`src/rtl/pic_loader.sv`:
```
// pic_loader: streams a PIC program image (2 bytes per 14-bit word) over a simple
//   strobe/ready bus into a target held in reset, optionally reads each word back,
//   then releases the target. One bus cycle at a time, with an idle cycle between cycles.
// Backpressure: byte_ready only in RX_LO/RX_HI; the bus waits for ready up to TIMEOUT cycles.
// Ports: clk/reset (sync, active-high); start; byte_in/byte_valid/byte_ready image stream;
//   address/wdata/rdata/wen/ren/ready bus; busy/done/error/word_count status.
module pic_loader #(
  parameter int          NWORDS    = 1024,
  parameter logic [15:0] PROG_BASE = 16'h8000,
  parameter logic [15:0] CTL_ADDR  = 16'h0000,
  parameter int          VERIFY    = 1,
  parameter int          TIMEOUT   = 255
) (
  input  logic        clk,
  input  logic        reset,
  input  logic        start,
  input  logic [7:0]  byte_in,
  input  logic        byte_valid,
  output logic        byte_ready,
  output logic [15:0] address,
  output logic [31:0] wdata,
  input  logic [31:0] rdata,
  output logic        wen,
  output logic        ren,
  input  logic        ready,
  output logic        busy,
  output logic        done,
  output logic        error,
  output logic [10:0] word_count
);

  typedef enum logic [3:0] {
    IDLE, HOLD, RX_LO, RX_HI, WRITE, READ, RELEASE, FIN, ERR
  } state_t;

  localparam logic [10:0] LAST_WORD = 11'(NWORDS);
  localparam logic [7:0]  TO_LAST   = 8'(TIMEOUT - 1);

  state_t      state, state_nxt;
  logic        on, on_nxt;      // bus strobe currently asserted
  logic [7:0]  tcnt;            // cycles the current strobe has been high, minus one
  logic [7:0]  lo_byte;
  logic [13:0] word;
  logic        err_q;
  logic [10:0] count;
  logic [10:0] count_inc;
  logic [15:0] prog_addr;
  logic        xfer, bus_state, bus_done, bus_tmo, inc;

  // Only the low 14 bits of the readback are meaningful to the target.
  logic unused_rdata;
  assign unused_rdata = ^rdata[31:14];

  assign byte_ready = (state == RX_LO) || (state == RX_HI);
  assign xfer       = byte_valid && byte_ready;
  assign count_inc  = count + 11'd1;
  assign prog_addr  = PROG_BASE + {3'b000, count, 2'b00};
  assign bus_state  = (state == HOLD) || (state == WRITE) || (state == READ) || (state == RELEASE);
  // ready is only meaningful while a strobe is up.
  assign bus_done   = on && ready;
  assign bus_tmo    = on && !ready && (tcnt == TO_LAST);

  always_ff @(posedge clk) begin
    if (reset) begin
      state <= IDLE;
      on    <= 1'b0;
    end else begin
      state <= state_nxt;
      on    <= on_nxt;
    end
  end

  always_comb begin
    state_nxt = state;
    on_nxt    = 1'b0;
    inc       = 1'b0;
    case (state)
      IDLE:    if (start) state_nxt = HOLD;
      HOLD:    if (bus_done) state_nxt = RX_LO;
      RX_LO:   if (xfer) state_nxt = RX_HI;
      RX_HI:   if (xfer) state_nxt = (byte_in[7:6] != 2'b00) ? ERR : WRITE;
      WRITE: begin
        if (bus_done) begin
          if (VERIFY != 0) begin
            state_nxt = READ;
          end else begin
            inc       = 1'b1;
            state_nxt = (count_inc == LAST_WORD) ? RELEASE : RX_LO;
          end
        end
      end
      READ: begin
        if (bus_done) begin
          if (rdata[13:0] != word) begin
            state_nxt = ERR;
          end else begin
            inc       = 1'b1;
            state_nxt = (count_inc == LAST_WORD) ? RELEASE : RX_LO;
          end
        end
      end
      RELEASE: if (bus_done) state_nxt = FIN;
      FIN:     state_nxt = IDLE;
      ERR:     state_nxt = IDLE;
      default: state_nxt = IDLE;
    endcase
    if (bus_tmo) state_nxt = ERR;
    // The first cycle in every bus state is left idle; this gives the
    // mandatory gap between back-to-back bus cycles.
    if (bus_state) on_nxt = on ? !(bus_done || bus_tmo) : 1'b1;
  end

  always_ff @(posedge clk) begin
    if (reset) begin
      tcnt    <= 8'd0;
      lo_byte <= 8'd0;
      word    <= 14'd0;
      err_q   <= 1'b0;
      count   <= 11'd0;
    end else begin
      if (!on) tcnt <= 8'd0;
      else     tcnt <= tcnt + 8'd1;
      if (state == IDLE && start) begin
        err_q <= 1'b0;
        count <= 11'd0;
      end
      if (state_nxt == ERR) err_q <= 1'b1;
      if (state == RX_LO && xfer) lo_byte <= byte_in;
      if (state == RX_HI && xfer) word <= {byte_in[5:0], lo_byte};
      if (inc) count <= count_inc;
    end
  end

  assign wen = on && ((state == HOLD) || (state == WRITE) || (state == RELEASE));
  assign ren = on && (state == READ);

  always_comb begin
    address = 16'h0000;
    wdata   = 32'h0;
    if (on) begin
      if (state == WRITE || state == READ) address = prog_addr;
      else                                 address = CTL_ADDR;
    end
    if (wen) begin
      if (state == HOLD)       wdata = 32'h1;
      else if (state == WRITE) wdata = {18'b0, word};
    end
  end

  assign busy       = (state != IDLE) && (state != FIN) && (state != ERR);
  assign done       = (state == FIN);
  assign error      = err_q;
  assign word_count = count;

endmodule

```
`config.mk`:
```
export PLATFORM = sky130hd
export DESIGN_NAME = pic_loader
export DESIGN_NICKNAME = d
export VERILOG_FILES = /design/src/rtl/pic_loader.sv
export SDC_FILE = /design/constraint.sdc
export NUM_CORES = 1
export LEC_CHECK = 0
export ABC_AREA = 0
export CORE_MARGIN = 2
export CORE_UTILIZATION = 40
export DETAILED_ROUTE_END_ITERATION = 7
export PLACE_DENSITY = 0.79
export SYNTH_ARGS = -nofsm -noshare
export SYNTH_HDL_FRONTEND = slang
export SYNTH_SLANG_ARGS = --single-unit
```
`constraint.sdc`:
```
create_clock -name clk -period 4.3 [get_ports clk]
set_clock_uncertainty 0.05 [all_clocks]
set_input_delay 0.86 -clock clk [delete_from_list [all_inputs] [get_ports clk]]
set_output_delay 0.86 -clock clk [all_outputs]
set_load 0.02 [all_outputs]
```
==> run_results.csv, run 1 <==
group,metric,value,unit
run_status,status,"complete, no violations",
timing,relSlewSlack,0.3839,
cts,cts_sinks,47,
hold_path,hp-class,"reg -> reg",
cts,cts_tree,"done",
layout,mostFrequentLayoutCell,"clkdlybuf4s50_1",
layout,drive_above_1_share,0.03876,
run,cap_violations,0,
cts,cts.repair.resized,0,
logic_synthesis,yosysWarnings,0,
layout,fillers,632,
logic_synthesis,synth_top_cell_area_share,0.3467,
critical_path,crit_type,"reg -> out",
logic_synthesis,syn_avg_cell_area,8.350,sq um
timing,post-route-min-period,3.443,ns
detailed_routing,vias,2375,
floorplan,placementRows,30,
logic_synthesis,netlist_top_cells_area,"dfxtp_1, mux2i_1, and2_1",
detailed_routing,detail_route.wl_per_cell,13.25,um
layout,fin_util,0.5217,
global_routing,track_usage,0.1690,
placement,gp_congestion,0.8116,
logic_synthesis,async_flop_share,0,
cts,clock_latency,0.31,ns
layout,n_antenna_cell,0,
timing,rsz0062_at_grt,"false",
timing,hold_viol,0,
timing,period_share,0.8007,
placement,numPortBuffers,69,
cts,clock_path_buffers,2,
power_and_ir_drop,power,0.0009121,W
cts,h-tree-depth,2,
global_routing,antenna_found_initial,0,
floorplan,die-area,7460,sq um
layout,regArea,940.9,sq um
detailed_routing,drtAntennaViolNets,0,
logic_synthesis,synth_edf_count,0,
power_and_ir_drop,power_switching,0.0002067,W
placement,dp_slack,1.210,ns
timing,setup_violations,0,
critical_path,worstPathArrival,2.53,ns
global_routing,grt_first_pass_wirelength,10.21,mm
power_and_ir_drop,p_leak,1.448,nW
timing,worst_pin_slew,0.9216,ns
critical_path,required,3.39,ns
cts,root_buffer,"clkbuf_8",
logic_synthesis,synthesis.area,2714,sq um
floorplan,die_x,86.37,um
global_routing,grt_max_degree,30,
floorplan,die_y,86.37,um
placement,dp_hpwl,4.653,mm
power_and_ir_drop,p_comb_frac,0.091,
cts,cts_setup_buffers,0,
logic_synthesis,synthFlopType,"dfxtp_1",
layout,nets,434,
critical_path,crit_fanout,14,
detailed_routing,wl,6.190,mm
cts,hold_buffers,0,
power_and_ir_drop,power.density,261.7,nW/um^2
floorplan,coreArea,6681,sq um
detailed_routing,firstDrtPassIters,4,
logic_synthesis,netlist.top_cell.by_area,"dfxtp_1",
cts,clk_pin_slew_worst_paths,0.09,ns
layout,areaGrowthSynthToFinish,28.45,%
timing,drv_slew,0,
timing,fmax,290.4,MHz
timing,fin_ws,0.8571,ns
power_and_ir_drop,p_clk_frac,0.423,
detailed_routing,drc,0,
power_and_ir_drop,pwr-share-seq,0.486,
floorplan,io_pins,110,
global_routing,grt_pass1_vias,2164,
critical_path,cp-end-kind,"output port",
floorplan,start_util,0.4062,
power_and_ir_drop,swShare,0.2266,
detailed_routing,dr.first_iter.drc_count,102,
logic_synthesis,synth_cell_types,48,
timing,setup_tns,0,ns
power_and_ir_drop,ir_worst_vdd,0.2112,mV
layout,multi_input_comb_area,1599,sq um
critical_path,start_kind,"flop",
logic_synthesis,synth_seq_cells,47,
cts,numCtsBuffers,5,
timing,worst_hold_slack,0.4153,ns
layout,final_cell_mix,"clkdlybuf4s50_1, dfxtp_1, nor2_1",
detailed_routing,via_per_inst,5.086,
power_and_ir_drop,p_int,0.0007054,W
global_routing,overflow,0,
logic_synthesis,seq_area_frac_synth,0.3467,
logic_synthesis,syn_inst,325,
## power groups by stage
stage               logic [W]  clock network, W  registers (W)
finish              0.0000829          0.000386       0.000444
floorplan           0.0000655                 0       0.000449
CTS                 0.0000828          0.000394       0.000444
detailed placement  0.0000822                 0       0.000454
global route        0.0000904          0.000411       0.000444
global placement    0.0000812                 0       0.000454
## final timing paths
kind | from | endpoint | slack, ns | cells after the start
worst max-delay path | state[2] | wdata[2] | 0.86 | 4
worst min-delay path | tcnt[0] | tcnt[0] | 0.42 | 1
worst max register to register | state[0] | error | 2.07 | 5
worst min register to register | tcnt[0] | tcnt[0] | 0.42 | 1
## registers in the layout (all words and copies together), names as in the netlist
register	count
state	4
on	1
word_count	11
error	1
lo_byte	8
word	14
tcnt	8
## Yosys cell counts, types with 2 or more instances
cell type / number
dfxtp_1: 47
nor2_1: 41
and2_1: 27
buf_4: 22
mux2i_1: 22
xor2_1: 18
a21oi_1: 17
nand2_1: 14
nand3_1: 12
a21o_1: 10
clkbuf_1: 9
nand2b_1: 7
and3_1: 6
nand4_1: 5
nor4_1: 5
o21ai_0: 5
or3_1: 5
buf_2: 4
nor2b_1: 4
nor3_1: 4
ha_1: 3
inv_1: 3
nand3b_1: 3
a31oi_1: 2
and3b_1: 2
buf_6: 2
o211ai_1: 2
or2_1: 2
or2_2: 2
xnor2_1: 2
## routing by layer
metal  wire length, um  up-vias  track usage
li1                  -     1197            -
met1              2849     1089       0.2228
met2              2915       80       0.2811
met3               327        9      0.03524
met4                97        0      0.04545
met5                 0        -            0
## per-stage QoR
stage               area, sq um  instances
finish                     3486        467
global route               3486        467
CTS                        3486        467
detailed placement         3349        459
global placement           3349        459
floorplan                  2793        346
## worst max-delay path, stage by stage (launching register included)
cell and delay [ns]:
dfxtp_1 0.58, nor2b_1 0.34, and3_1 0.48, and2_1 0.21, clkdlybuf4s50_1 0.62
## cell type report
class,instances,area share
clock inverter,3,0.01938
tap,80,0.02872
inverter,3,0.003230
sequential,47,0.2699
timing repair buffer,70,0.2003
multi-input combinational,259,0.4587
clock buffer,5,0.01974
## cell families after synthesis
| kind of cell | count (synthesis) | synth area share |
|---|---|---|
| xor gates and xnor gates | 20 | 0.06455 |
| DFF | 47 | 0.3467 |
| AOI/OAI and AO/OA | 41 | 0.09451 |
| other | 1 | 0.001382 |
| adders and majority gates | 3 | 0.01383 |
| buffers and inverters | 40 | 0.09313 |
| and+or+nand+nor | 151 | 0.3048 |
| muxes | 22 | 0.08114 |
Power figures use the tool's default switching activity.
==> inputs of run 2 (changes only) <==
Clock period 4.3 ns to 3.2 ns, I/O delays scaled along.
==> run_results.csv, run 2 (synthesis gave the netlist of run 1 again) <==
group,metric,value,unit
layout,n_antenna_cell,0,
floorplan,start_util,0.4062,
timing,setup_tns,0,ns
global_routing,grt_first_pass_wirelength,10.21,mm
cts,numCtsBuffers,5,
layout,drive_above_1_share,0.05357,
run_status,status,"complete, no violations",
timing,worst_pin_slew,0.6885,ns
timing,relSlewSlack,0.5367,
global_routing,antenna_found_initial,0,
global_routing,grt_max_degree,29,
power_and_ir_drop,p_comb_frac,0.096,
placement,gp_congestion,0.8724,
power_and_ir_drop,swShare,0.2284,
power_and_ir_drop,power_switching,0.0002811,W
floorplan,coreArea,6681,sq um
detailed_routing,drc,0,
timing,post-route-min-period,2.977,ns
placement,dp_hpwl,4.746,mm
timing,drv_slew,0,
hold_path,hp-class,"reg -> reg",
floorplan,die_y,86.37,um
cts,cts_sinks,47,
power_and_ir_drop,p_leak,1.472,nW
timing,period_share,0.9304,
timing,hold_viol,0,
detailed_routing,drtAntennaViolNets,0,
floorplan,die_x,86.37,um
power_and_ir_drop,power.density,349.2,nW/um^2
floorplan,placementRows,30,
cts,cts_tree,"done",
power_and_ir_drop,p_clk_frac,0.423,
detailed_routing,vias,2442,
layout,fin_util,0.5275,
critical_path,worstPathArrival,2.29,ns
cts,h-tree-depth,2,
critical_path,crit_type,"reg -> out",
critical_path,crit_fanout,13,
power_and_ir_drop,p_int,0.0009498,W
detailed_routing,firstDrtPassIters,4,
critical_path,start_kind,"flop",
placement,numPortBuffers,69,
cts,root_buffer,"clkbuf_8",
power_and_ir_drop,ir_worst_vdd,0.2100,mV
floorplan,io_pins,110,
layout,areaGrowthSynthToFinish,29.88,%
critical_path,cp-end-kind,"output port",
cts,hold_buffers,0,
cts,cts_setup_buffers,0,
global_routing,grt_pass1_vias,2173,
global_routing,track_usage,0.1679,
power_and_ir_drop,pwr-share-seq,0.481,
timing,setup_violations,0,
layout,mostFrequentLayoutCell,"clkdlybuf4s50_1",
power_and_ir_drop,power,0.001231,W
layout,nets,439,
critical_path,required,2.51,ns
layout,final_cell_mix,"clkdlybuf4s50_1, dfxtp_1, nor2_1",
run,cap_violations,0,
layout,largest_reg_flops,14,
timing,fmax,335.9,MHz
cts,clock_latency,0.30,ns
timing,rsz0062_at_grt,"false",
layout,regMostFlops,"word",
detailed_routing,dr.first_iter.drc_count,136,
cts,clk_pin_slew_worst_paths,0.08,ns
cts,clock_path_buffers,2,
floorplan,die-area,7460,sq um
detailed_routing,via_per_inst,5.174,
detailed_routing,wl,6.307,mm
critical_path,rr_worst_depth,5,
hold_path,holdPathStages,1,
global_routing,overflow,0,
detailed_routing,detail_route.wl_per_cell,13.36,um
==> run 2: cell types whose count changed in the layout (fill, tap and decap cells not counted) <==
cell / previous run / this run
and3_1: 6 / 5
buf_4: 1 / 6
and3_2: 0 / 1
==> run 2: area by class of cell <==
cell class,count,area (sq um)
sequential,47,940.9
fill,637,3157
multi-input combinational,259,1600
tap,80,100.1
inverter,3,11.26
timing repair buffer,75,735.7
clock inverter,3,67.56
clock buffer,5,68.82
==> run 2: per-layer routing <==
layer,part of all wire,up-vias,GRT usage
li1,-,1196,-
met1,0.45,1137,0.2267
met2,0.46,96,0.2727
met3,0.063,13,0.03429
met4,0.019,0,0.04688
met5,0,-,0
==> run 2: worst max-delay path: stages, from the launching register on <==
cell,delay [ns]
dfxtp_1,0.43
nor2_1,0.34
and3_1,0.43
and2_1,0.18
clkdlybuf4s50_1,0.60
==> run 2: repair_timing <==
action	4_1_cts	5_1_grt
gates resized for setup	0	1
endpoints found under the hold margin	0	0
endpoints found under the setup margin	0	1
==> run 2: path summary, 6_finish.rpt <==
| check | start | slack [ns] | end |
|---|---|---|---|
| worst max-delay path | state[1] | 0.22 | address[6] |
| worst min-delay path | tcnt[0] | 0.43 | tcnt[0] |
| worst max register to register | word[0] | 1.03 | word_count[10] |
| worst min register to register | tcnt[0] | 0.43 | tcnt[0] |
==> run 2: power groups by stage <==
stage               sequential (W)  combinational [W]  clock (W)
global route              0.000592           0.000130   0.000556
detailed placement        0.000605           0.000118          0
global placement          0.000605           0.000116          0
floorplan                 0.000603          0.0000880          0
finish                    0.000592           0.000119   0.000520
CTS                       0.000592           0.000119   0.000532
==> run 2: stage by stage <==
step / instances / cell area, sq um / hold WS (ns) / setup WS (ns)
floorplan: 346 / 2793 / 0.3797 / 1.028
global placement: 464 / 3387 / 0.3895 / 0.4152
detailed placement: 464 / 3387 / 0.4228 / 0.3743
CTS: 472 / 3523 / 0.4431 / 0.1601
global route: 472 / 3525 / 0.4469 / 0.02309
finish: 472 / 3525 / 0.4288 / 0.2228
